[src/rtl/bcd_serial_addsub.sv]
// bcd_serial_addsub: digit-serial BCD adder/subtractor, one digit per clock, LSD first.
//
// Ports:
//   clk    - clock, rising edge
//   rst_n  - asynchronous active-low reset
//   Start  - begin an operation (accepted in IDLE or DONE, ignored in RUN)
//   Sub    - 0: A+B, 1: A-B (ten's complement)
//   A, B   - packed BCD operands, LSD in [3:0]
//   Cin    - carry-in (add) / borrow-in (sub)
//   Busy   - operation in progress
//   Done   - one-cycle result-valid pulse
//   S      - packed BCD result, held until the next Done
//   Cout   - final decimal carry (sub: 1 = no borrow)
//   Neg    - result negative (sub only)
//   Err    - invalid operand digit seen (only with BCD_DIGIT_CHECK_EN)
//
// Build option: define BCD_DIGIT_CHECK_EN to flag operand digits above 9. Without it Err is
// tied low and such digits are processed arithmetically.
module bcd_serial_addsub #(
  parameter int unsigned DIGIT_NUM = 8
) (
  input  logic                   clk,
  input  logic                   rst_n,
  input  logic                   Start,
  input  logic                   Sub,
  input  logic [4*DIGIT_NUM-1:0] A,
  input  logic [4*DIGIT_NUM-1:0] B,
  input  logic                   Cin,
  output logic                   Busy,
  output logic                   Done,
  output logic [4*DIGIT_NUM-1:0] S,
  output logic                   Cout,
  output logic                   Neg,
  output logic                   Err
);

  localparam int unsigned W  = 4 * DIGIT_NUM;
  localparam int unsigned IW = $clog2(DIGIT_NUM);

  localparam logic [1:0] IDLE = 2'd0;
  localparam logic [1:0] RUN  = 2'd1;
  localparam logic [1:0] DONE = 2'd2;

  localparam logic [IW-1:0] LAST_IDX = IW'(DIGIT_NUM - 1);

  logic [1:0]    state_q, state_d;
  logic [IW-1:0] idx_q;
  logic [W-1:0]  a_q, b_q;     // shift right one digit per cycle
  logic [W-1:0]  acc_q;        // result digits enter at the top
  logic          sub_q;
  logic          c_q;          // running decimal carry
  logic [W-1:0]  s_q;
  logic          cout_q, neg_q;

  logic [3:0]    b_eff;
  logic [4:0]    dsum, dadj;
  logic [3:0]    d_out;
  logic          c_out;
  logic [W-1:0]  result;
  logic          last;
  logic          accept;

  assign last   = (idx_q == LAST_IDX);
  assign accept = Start && (state_q != RUN);
  assign result = {d_out, acc_q[W-1:4]};

  // One BCD digit: nine's complement of B when subtracting, +6 correction above 9.
  always_comb begin
    b_eff = sub_q ? (4'd9 - b_q[3:0]) : b_q[3:0];
    dsum  = {1'b0, a_q[3:0]} + {1'b0, b_eff} + {4'b0000, c_q};
    dadj  = dsum + 5'd6;
    if (dsum > 5'd9) begin
      d_out = dadj[3:0];
      c_out = 1'b1;
    end else begin
      d_out = dsum[3:0];
      c_out = 1'b0;
    end
  end

  always_comb begin
    state_d = state_q;
    unique case (state_q)
      IDLE:    if (Start) state_d = RUN;
      RUN:     if (last) state_d = DONE;
      DONE:    state_d = Start ? RUN : IDLE;
      default: state_d = IDLE;
    endcase
  end

`ifdef BCD_DIGIT_CHECK_EN
  logic err_q;     // sticky: some processed digit was invalid
  logic err_o_q;
  logic dig_bad;
  logic err_any;

  assign dig_bad = (a_q[3:0] > 4'd9) || (b_q[3:0] > 4'd9);
  assign err_any = err_q | dig_bad;

  always_ff @(posedge clk or negedge rst_n) begin
    if (!rst_n) begin
      err_q   <= 1'b0;
      err_o_q <= 1'b0;
    end else if (accept) begin
      err_q <= 1'b0;
    end else if (state_q == RUN) begin
      err_q <= err_any;
      if (last) err_o_q <= err_any;
    end
  end

  assign Err = err_o_q;
`else
  logic err_any;
  assign err_any = 1'b0;
  assign Err     = 1'b0;
`endif

  always_ff @(posedge clk or negedge rst_n) begin
    if (!rst_n) begin
      state_q <= IDLE;
      idx_q   <= '0;
      a_q     <= '0;
      b_q     <= '0;
      acc_q   <= '0;
      sub_q   <= 1'b0;
      c_q     <= 1'b0;
      s_q     <= '0;
      cout_q  <= 1'b0;
      neg_q   <= 1'b0;
    end else begin
      state_q <= state_d;
      if (accept) begin
        a_q   <= A;
        b_q   <= B;
        sub_q <= Sub;
        // Subtraction is A + (9..9 - B) + 1, so a borrow-in removes the +1.
        c_q   <= Sub ? ~Cin : Cin;
        idx_q <= '0;
      end else if (state_q == RUN) begin
        a_q   <= a_q >> 4;
        b_q   <= b_q >> 4;
        acc_q <= result;
        c_q   <= c_out;
        idx_q <= last ? '0 : idx_q + 1'b1;
        if (last) begin
          if (err_any) begin
            s_q    <= '0;
            cout_q <= 1'b0;
            neg_q  <= 1'b0;
          end else begin
            s_q    <= result;
            cout_q <= c_out;
            neg_q  <= sub_q & ~c_out;
          end
        end
      end
    end
  end

  assign Busy = (state_q == RUN);
  assign Done = (state_q == DONE);
  assign S    = s_q;
  assign Cout = cout_q;
  assign Neg  = neg_q;

endmodule

[config.mk]
export PLATFORM = sky130hd
export DESIGN_NAME = bcd_serial_addsub
export DESIGN_NICKNAME = d
export VERILOG_FILES = /design/src/rtl/bcd_serial_addsub.sv
export SDC_FILE = /design/constraint.sdc
export NUM_CORES = 1
export LEC_CHECK = 0
export ABC_AREA = 1
export BUFFER_PORTS_ARGS = -buffer_cell sky130_fd_sc_hd__buf_4
export CAP_MARGIN = 20
export CELL_PAD_IN_SITES_DETAIL_PLACEMENT = 0
export CELL_PAD_IN_SITES_GLOBAL_PLACEMENT = 1
export CORE_UTILIZATION = 31
export DETAILED_ROUTE_END_ITERATION = 8
export GPL_TIMING_DRIVEN = 0
export MAX_ROUTING_LAYER = met4
export PLACE_DENSITY_LB_ADDON = 0.1
export SETUP_SLACK_MARGIN = 0.15
export SYNTH_ARGS = -nofsm -noshare
export SYNTH_HDL_FRONTEND = slang
export SYNTH_SLANG_ARGS = --single-unit
[constraint.sdc]
create_clock -name clk -period 6.6 [get_ports clk]
set_clock_uncertainty 0.15 [all_clocks]
set_input_delay 1.32 -clock clk [delete_from_list [all_inputs] [get_ports clk]]
set_output_delay 1.32 -clock clk [all_outputs]
set_load 0.005 [all_outputs]
==> metrics, run 1 <==
# fillers=1853; H-Tree Depth=4; Syn Inst Count=615; Sw Pwr=1.359 mW; vias in the first global route=4553; Critical Path Start=state_q[1]; worst skew pair latency=0.42 ns; final worst slack=3.493 ns; Post-synth EDFFs=0; DRT antenna net count=0; TritonCTS clock tree=done; worst slack, placed=3.879 ns; drt wl/cell=15.07 microns; Worst R2R Start=sub_q; flops & latches, synth=133; Crit Path Category=register to output port; WP depth=6; Area growth syn-to-layout=28.08%; Final HPWL DP=10.63 mm; Fin. Hold Viols=0; Max Buffers Root-to-Sink=2; delay-heaviest family, CP=buffers and inverters; initial antenna violation count=0; # diodes=0; fmax=321.8 MHz; largest area contributor in the netlist=dfrtp_1; detailed-route via count=4480; clk root buf=clkbuf_16; Register-to-Register Path Depth=15; Clock Power Share=22.7%; IO buf count=104; worst-path cell chain=inv_1 -> nand2_4 -> inv_2 -> buf_4 -> buf_4 -> buf_4; synth cell count leaders=nand2_1 (207), dfrtp_1 (133), inv_1 (76); first-pass GRT wire length=23.99 mm; Final setup viols=0; Nets=817; status=finished clean; Yosys cell types=29; worst r2r dst=S[31]; Worst Path Required=5.13 ns; Die Ht=137.4 microns; ratio of cells with drive above 1 in the final layout=21.39%; hold_buf cts=0; GRT Total Usage=17.56%; WP buf/inv=5; Critical Path End=Busy; Gate power share=40.2%; Clock Sink Count=133; final critical-path required period=3.107 ns; Avg Cell Area, Syn=9.245 sq um; sw frac=37.83%; Worst-path clk slew=0.05 ns; post-CTS setup buffer count=0; top-count cell post-synth=nand2_1; Die ar.=18890 sq um; Rows=49; max_slew headroom=59.64%; crit path launch type=register; Seq/Total Area, Yosys=58.54%; Post-synth ARST share=100.0%; largest net degree at the start of global routing=96; CP max stage delay=0.35 ns; WL final=14.72 mm; Max Transition Viols Final=0; Top Ports=106; Crit. End Element=output port; Initial Utilization=31.65%; sum of negative setup slack=0 ns; Yosys warnings=0; Die X=137.4 microns; Leak=3.539 nW; Synthesized Nets=693; Via density=4.585; synthesized area=5685 sq um; reg-to-reg setup timing slack=3.89 ns; RD Place Congestion=0.7708; Core ar.=17960 sq um; CP dominant cell by count=buf_4; Post-synth top flop=dfrtp_1; total gr overflow=0; CP max stage cell=dfrtp_1; Internal=2.234 mW; Synth top area share=58.54%; Worst Hold Class=register to register; DRT Pass-1 Iters=6; Worst-Margin Slew=0.6053 ns; VDD IR max=0.0002019 V; Area contributors post-synth=dfrtp_1 (59%), nand2_1 (14%), inv_1 (5.0%); register share of total power=37.0%; Resized cells post-CTS=0; final worst-path cycle share=47.08%; RSZ-0062 raised after global routing=false; number of max-cap violations=0; CTS buffer count=17; power per cell area=493.4 nW/um^2; DRC viols=0; Crit Path Max Fanout=10; DR iter-0 viols=229; crit path DAT=1.64 ns
==> area by class of cell <==
class	instances	area, sq um	area share, %
Tap cell	229	286.5	3.935
Buffer	34	203.9	2.801
Clock buffer	23	467.9	6.426
Inverter	78	292.8	4.021
Multi-Input combinational cell	370	1861	25.55
Sequential cell	133	3328	45.70
Clock inverter	5	30.03	0.4124
Timing Repair Buffer	105	812.0	11.15
==> logic make-up (layout without fill, tap and decap cells) <==
family	after synthesis	count (layout)	share of synthesized area [%]
AND/OR/NAND/NOR	243	243	17.01
flip-flops	133	133	58.54
AO/OA/AOI/OAI	113	113	12.74
buffers and inverters	112	245	8.737
adder cells (fa/ha/maj)	9	9	2.245
XOR/XNOR	3	3	0.4622
other	1	1	0.06596
multiplexers	1	1	0.1980
==> stage by stage <==
step	cells	hold slack (ns)	utilization (%)	total power, mW	instance area, sq um
final	977	0.3269	40.54	3.593	7282
after global routing	977	0.3576	40.54	3.931	7282
after CTS	977	0.3309	40.54	3.650	7282
after detailed placement	949	0.3170	37.77	2.817	6784
after global placement	948	0.3091	37.59	2.785	6753
after floorplan	615	0.2989	-	2.262	5685
==> worst min-delay path by stage <==
stage | from | endpoint | cells past startpoint
after global routing | S[7] | S[7] | 2
after detailed placement | S[1] | S[1] | 2
after global placement | S[3] | S[3] | 2
final | S[0] | S[0] | 2
after floorplan | acc_q[31] | acc_q[31] | 2
after CTS | S[1] | S[1] | 2
==> per-layer routing <==
layer | global-route usage, % | wire, microns | vias to the layer above
li1 | - | - | 2227
met2 | 25.71 | 6643 | 92
met3 | 4.231 | 597 | 19
met4 | 4.579 | 193 | 0
met5 | - | 0 | -
met1 | 24.23 | 7287 | 2142
==> power groups by stage <==
stage	clock (mW)	combinational (mW)	sequential, mW
after global placement	0	1.44	1.34
after CTS	0.838	1.48	1.34
after floorplan	0	0.953	1.31
after detailed placement	0	1.47	1.35
final	0.817	1.45	1.33
after global routing	0.874	1.68	1.37
==> worst min-delay path, cell delays in order (launching register included) <==
cell     delay (ns)
dfrtp_1        0.34
nand2_1        0.06
nand2_1        0.05
==> registers in the layout, summed over array words and instances (netlist names) <==
register	count
Cout	1
Neg	1
S	32
a_q	32
acc_q	28
b_q	32
c_q	1
idx_q	3
state_q	2
sub_q	1
==> placed cells by master (no fill, tap or decap) <==
| cell type | n |
|---|---|
| buf_6 | 4 |
| and2_1 | 1 |
| buf_1 | 1 |
| xnor2_1 | 1 |
| ha_1 | 7 |
| nand3_1 | 26 |
| buf_16 | 1 |
| clkbuf_1 | 15 |
| a32o_1 | 1 |
| o211ai_1 | 24 |
| nand2_4 | 1 |
| nor2_1 | 3 |
| a22o_1 | 2 |
| dfrtp_1 | 133 |
| fa_1 | 2 |
| o221ai_1 | 22 |
| nand2_1 | 207 |
| inv_2 | 2 |
| clkinv_2 | 3 |
| buf_4 | 115 |
| xor2_1 | 2 |
| conb_1 | 1 |
| clkbuf_16 | 17 |
| buf_2 | 7 |
| inv_1 | 76 |
| o21ai_0 | 56 |
| a21oi_2 | 1 |
| clkbuf_8 | 2 |
| a21oi_1 | 1 |
| nand2_2 | 2 |
| clkinvlp_4 | 2 |
| nor2_2 | 3 |
| mux2_1 | 1 |
| o21ai_1 | 6 |
No activity file was read; power rests on OpenSTA's default activity.
==> inputs of run 2 (changes only) <==
Clock period 6.6 ns to 2.78 ns, I/O delays scaled along.
==> run 2 against run 1 <==
Die area unchanged. Non-clock buffer count rose by 9. Global-route usage hardly changed. Sequential power up 140%. Cell count rose by 0.92%. Register-to-register slack got worse by 3.6 ns. Design area rose by 1.8%. Critical endpoint is now S[31]. Clock-buffer cell count is the same. Wire length up 1.1%. Critical path type is now register to register. Clock power up 140%. Sequential share of layout area is 0.81 points lower.
==> metrics, run 2 (synthesized netlist as in run 1, its figures left out) <==
first-pass GRT wire length=24.04 mm; commonest cells after routing, fill and taps aside=nand2_1 (202), dfrtp_1 (132), buf_4 (122), inv_1 (69), o21ai_0 (54); Max Transition Viols Final=0; DRT Pass-1 Iters=6; initial antenna violation count=0; ratio of cells with drive above 1 in the final layout=24.97%; Initial Utilization=31.65%; crit path DAT=2.69 ns; Nets=826; Hold WS=0.1932 ns; DRC viols=0; worst skew pair latency=0.42 ns; fmax=395.4 MHz; clk root buf=clkbuf_16; Final setup viols=0; power per cell area=1224 nW/um^2; Worst-path clk slew=0.05 ns; TritonCTS clock tree=done; post-route cell area=7416 sq um; # fillers=1843; final worst-path cycle share=90.97%; Crit. End Element=register; Via density=4.587; Area growth syn-to-layout=30.44%; worst slack, placed=0.05902 ns; Leak=3.591 nW; Worst-Margin Slew=0.6158 ns; Die X=137.4 microns; total gr overflow=0; vias in the first global route=4558; commonest non-fill, non-tap cell in the layout=nand2_1; detailed-route via count=4523; RD Place Congestion=0.7708; # diodes=0; DRT antenna net count=0; sum of negative setup slack=0 ns; WL final=14.89 mm; reg-to-reg setup timing slack=0.25 ns; crit path launch type=register; Core ar.=17960 sq um; Crit Path Category=register to register; number of max-cap violations=0; DR iter-0 viols=225; IO buf count=104; GRT Total Usage=17.61%; Clock Sink Count=133; Finished Core Util=41.28%; RSZ-0062 raised after global routing=false; Max Buffers Root-to-Sink=2; max_slew headroom=58.95%; Worst Hold Class=input port to register; Die Ht=137.4 microns; Crit Path Max Fanout=5; H-Tree Depth=4; Fin. Hold Viols=0; Final HPWL DP=10.63 mm; final critical-path required period=2.529 ns; final worst slack=0.2510 ns; Rows=49; Worst Path Required=2.94 ns; drt wl/cell=15.10 microns; Top Ports=106; CTS buffer count=17; Placed Area=6784 sq um; status=finished clean; largest net degree at the start of global routing=96; Die ar.=18890 sq um; VDD IR max=0.0004992 V
run 2: changes by cell type in the layout (fill, tap and decap cells not counted), moves of 2 or more:
cell | previous run | this run
buf_4 | 115 | 122
fa_1 | 2 | 0
fa_2 | 0 | 2
inv_1 | 76 | 69
inv_2 | 2 | 9
nand2_1 | 207 | 202
nand2_2 | 2 | 6
nand3_1 | 26 | 24
nand3_2 | 0 | 2
o21ai_0 | 56 | 54
o21ai_1 | 6 | 8
run 2: per-layer routing:
layer / up-vias / wire length [microns] / GRT usage, %
li1: 2251 / - / -
met1: 2167 / 7317 / 24.30
met2: 93 / 6774 / 25.80
met3: 12 / 617 / 4.231
met4: 0 / 175 / 4.579
met5: - / 0 / -
run 2: worst paths after layout:
check	startpoint	cells after the start	to
setup / recovery	b_q[0]	15	S[31]
hold / removal	B[9]	3	b_q[9]
setup reg to reg	b_q[0]	15	S[31]
hold reg to reg	S[1]	2	S[1]
max in group asynchronous	rst_n	3	acc_q[24]
min in group asynchronous	rst_n	2	a_q[15]
run 2: through the flow:
step | std cells | power (mW)
after floorplan | 615 | 5.370
after global placement | 948 | 6.611
after detailed placement | 949 | 6.687
after CTS | 982 | 8.781
after global routing | 986 | 9.885
final | 986 | 9.081
run 2: cell type report:
| class | instances | area (sq um) | share of cell area (%) |
|---|---|---|---|
| clock inverters | 5 | 30.03 | 0.4049 |
| clock buffers | 23 | 467.9 | 6.310 |
| plain buffers | 34 | 203.9 | 2.750 |
| flip-flops and latches | 133 | 3329 | 44.90 |
| well taps | 229 | 286.5 | 3.864 |
| inverters | 78 | 292.8 | 3.948 |
| multi-input cells | 370 | 1919 | 25.88 |
| repair buffers | 114 | 885.9 | 11.95 |
run 2: report_power, final:
group,switching (mW),internal [mW]
clock,0.782,1.16
combinational,2.26,1.71
sequential,0.406,2.76
run 2: critical path, cell delays in order, from the launching register on:
cell,delay (ns)
dfrtp_1,0.43
xnor2_2,0.16
fa_2,0.34
inv_2,0.07
fa_2,0.46
inv_2,0.10
ha_4,0.14
inv_2,0.04
nand2_2,0.06
inv_2,0.04
nand2_2,0.08
nand2_4,0.09
nand2_2,0.09
nand2_2,0.06
nand2_1,0.06
nand2_1,0.04
run 2: repair_timing:
action / 4_1_cts / 5_1_grt
pin swaps: 3 / 8
setup buffers: 4 / 4
gates resized for setup: 7 / 19
endpoints found under the hold margin: 38 / 0
hold buffers: 1 / 0
endpoints found under the setup margin: 7 / 9
==> inputs of run 3 (changes only) <==
==> constraint.sdc (replaced) <==
create_clock -name clk -period 2.78 [get_ports clk]
set_clock_uncertainty 0.15 [all_clocks]
set_input_delay 0 -clock clk [delete_from_list [all_inputs] [get_ports clk]]
set_output_delay 0 -clock clk [all_outputs]
set_load 0.005 [all_outputs]
==> run 3 against run 2 <==
Core utilization up 4.2 points. Design area up 10%. Sequential cell count unchanged. Sequential power about the same. Critical path depth unchanged. Total power up 1.5%. Clock power about the same. Register-to-register slack about the same. Hold slack worse by 0.013 ns. Cell count up 7.6%. Critical endpoint unchanged. Largest cell class unchanged.
==> metrics, run 3 (synthesized netlist as in run 1, its figures left out) <==
# diodes=0; Nets=901; detailed-route via count=4796; number of max-cap violations=0; CTS buffer count=17; clk root buf=clkbuf_16; sum of negative setup slack=0 ns; Hold WS=0.1802 ns; status=finished clean; Worst Path Required=2.94 ns; Crit Path Max Fanout=5; Area growth syn-to-layout=43.82%; Top Ports=106; Final setup viols=0; power per cell area=1128 nW/um^2; crit path launch type=register; final worst slack=0.2556 ns; worst skew pair latency=0.42 ns; TritonCTS clock tree=done; Critical Path Start=b_q[0]; Clock Sink Count=133; worst slack, placed=0.05902 ns; Final HPWL DP=10.63 mm; final critical-path required period=2.524 ns; Fin. Hold Viols=0; DRC viols=0; DRT Pass-1 Iters=6; VDD IR max=0.0004992 V; fmax=396.1 MHz; first-pass GRT wire length=25.03 mm; Worst Hold Class=input port to register; Via density=4.520; largest net degree at the start of global routing=96; WL final=15.33 mm; total gr overflow=0; Register-to-Register Path Depth=15; Crit Path Category=register to register; ratio of cells with drive above 1 in the final layout=22.84%; crit path DAT=2.68 ns; Critical Path End=S[31]; Worst-path clk slew=0.06 ns; RD Place Congestion=0.7708; Die Ht=137.4 microns; max_slew headroom=58.93%; Leak=3.920 nW; Worst R2R Start=b_q[0]; Crit. End Element=register; Initial Utilization=31.65%; H-Tree Depth=4; Die ar.=18890 sq um; final worst-path cycle share=90.80%; Core ar.=17960 sq um; reg-to-reg setup timing slack=0.26 ns; commonest non-fill, non-tap cell in the layout=nand2_1; GRT Total Usage=18.22%; IO buf count=104; DR iter-0 viols=219; worst r2r dst=S[31]; DRT antenna net count=0; drt wl/cell=14.45 microns; RSZ-0062 raised after global routing=false; Max Buffers Root-to-Sink=2; commonest cells after routing, fill and taps aside=nand2_1 (202), dfrtp_1 (132), buf_4 (122), dlygate4sd3_1 (75), inv_1 (69); Die X=137.4 microns; Worst-Margin Slew=0.6160 ns; vias in the first global route=4859; Rows=49; Max Transition Viols Final=0; initial antenna violation count=0
==> run 3: area by class of cell <==
| type | count | area [sq um] |
|---|---|---|
| fillers | 1789 | 9787 |
| inverters | 78 | 292.8 |
| plain buffers | 34 | 203.9 |
| well taps | 229 | 286.5 |
| multi-input cells | 370 | 1919 |
| flip-flops and latches | 133 | 3329 |
| clock inverters | 5 | 30.03 |
| clock buffers | 23 | 467.9 |
| repair buffers | 189 | 1647 |
==> run 3: worst max-delay path: stages (launching register included) <==
cell     delay, ns
dfrtp_1       0.43
xnor2_2       0.16
fa_2          0.34
inv_2         0.07
fa_2          0.46
inv_2         0.10
ha_4          0.14
inv_2         0.04
nand2_2       0.06
inv_2         0.04
nand2_2       0.08
nand2_4       0.09
nand2_2       0.09
nand2_2       0.06
nand2_1       0.06
nand2_1       0.04
==> run 3: worst min path at each step <==
stage	startpoint	endpoint	slack, ns	cells after the start
finish	A[15]	a_q[15]	0.18	4
global route	B[9]	b_q[9]	0.18	4
CTS	B[24]	b_q[24]	0.17	4
detailed placement	rst_n	a_q[15]	-0.22	1
global placement	A[15]	a_q[15]	0.06	3
floorplan	rst_n	Cout	-0.45	0
==> run 3: what timing repair did <==
action	4_1_cts	5_1_grt
endpoints found under the setup margin	7	9
setup buffers	4	4
gates cloned	0	0
resized for setup	7	19
pin swaps	3	8
hold buffers	76	0
hold endpoints to repair	202	0
==> run 3: metrics by stage <==
step | std cells | util (%) | power (mW) | area, sq um
global placement | 948 | 37.59 | 6.611 | 6753
floorplan | 615 | - | 5.370 | 5685
CTS | 1057 | 45.10 | 8.916 | 8102
detailed placement | 949 | 37.77 | 6.687 | 6784
finish | 1061 | 45.52 | 9.220 | 8177
global route | 1061 | 45.52 | 10.03 | 8177
==> run 3: report_power, final <==
group	leakage (nW)	switching, mW	internal [mW]
registers	1.70	0.404	2.76
clock network	0.241	0.778	1.16
logic	1.98	2.30	1.83
total	3.92	3.48	5.74
==> run 3: metal layers <==
layer | vias up | routed length, microns | global-route usage [%]
li1 | 2400 | - | -
met1 | 2294 | 7582 | 24.56
met2 | 89 | 7099 | 27.55
met3 | 13 | 462 | 4.231
met4 | 0 | 183 | 4.579
met5 | - | 0 | -
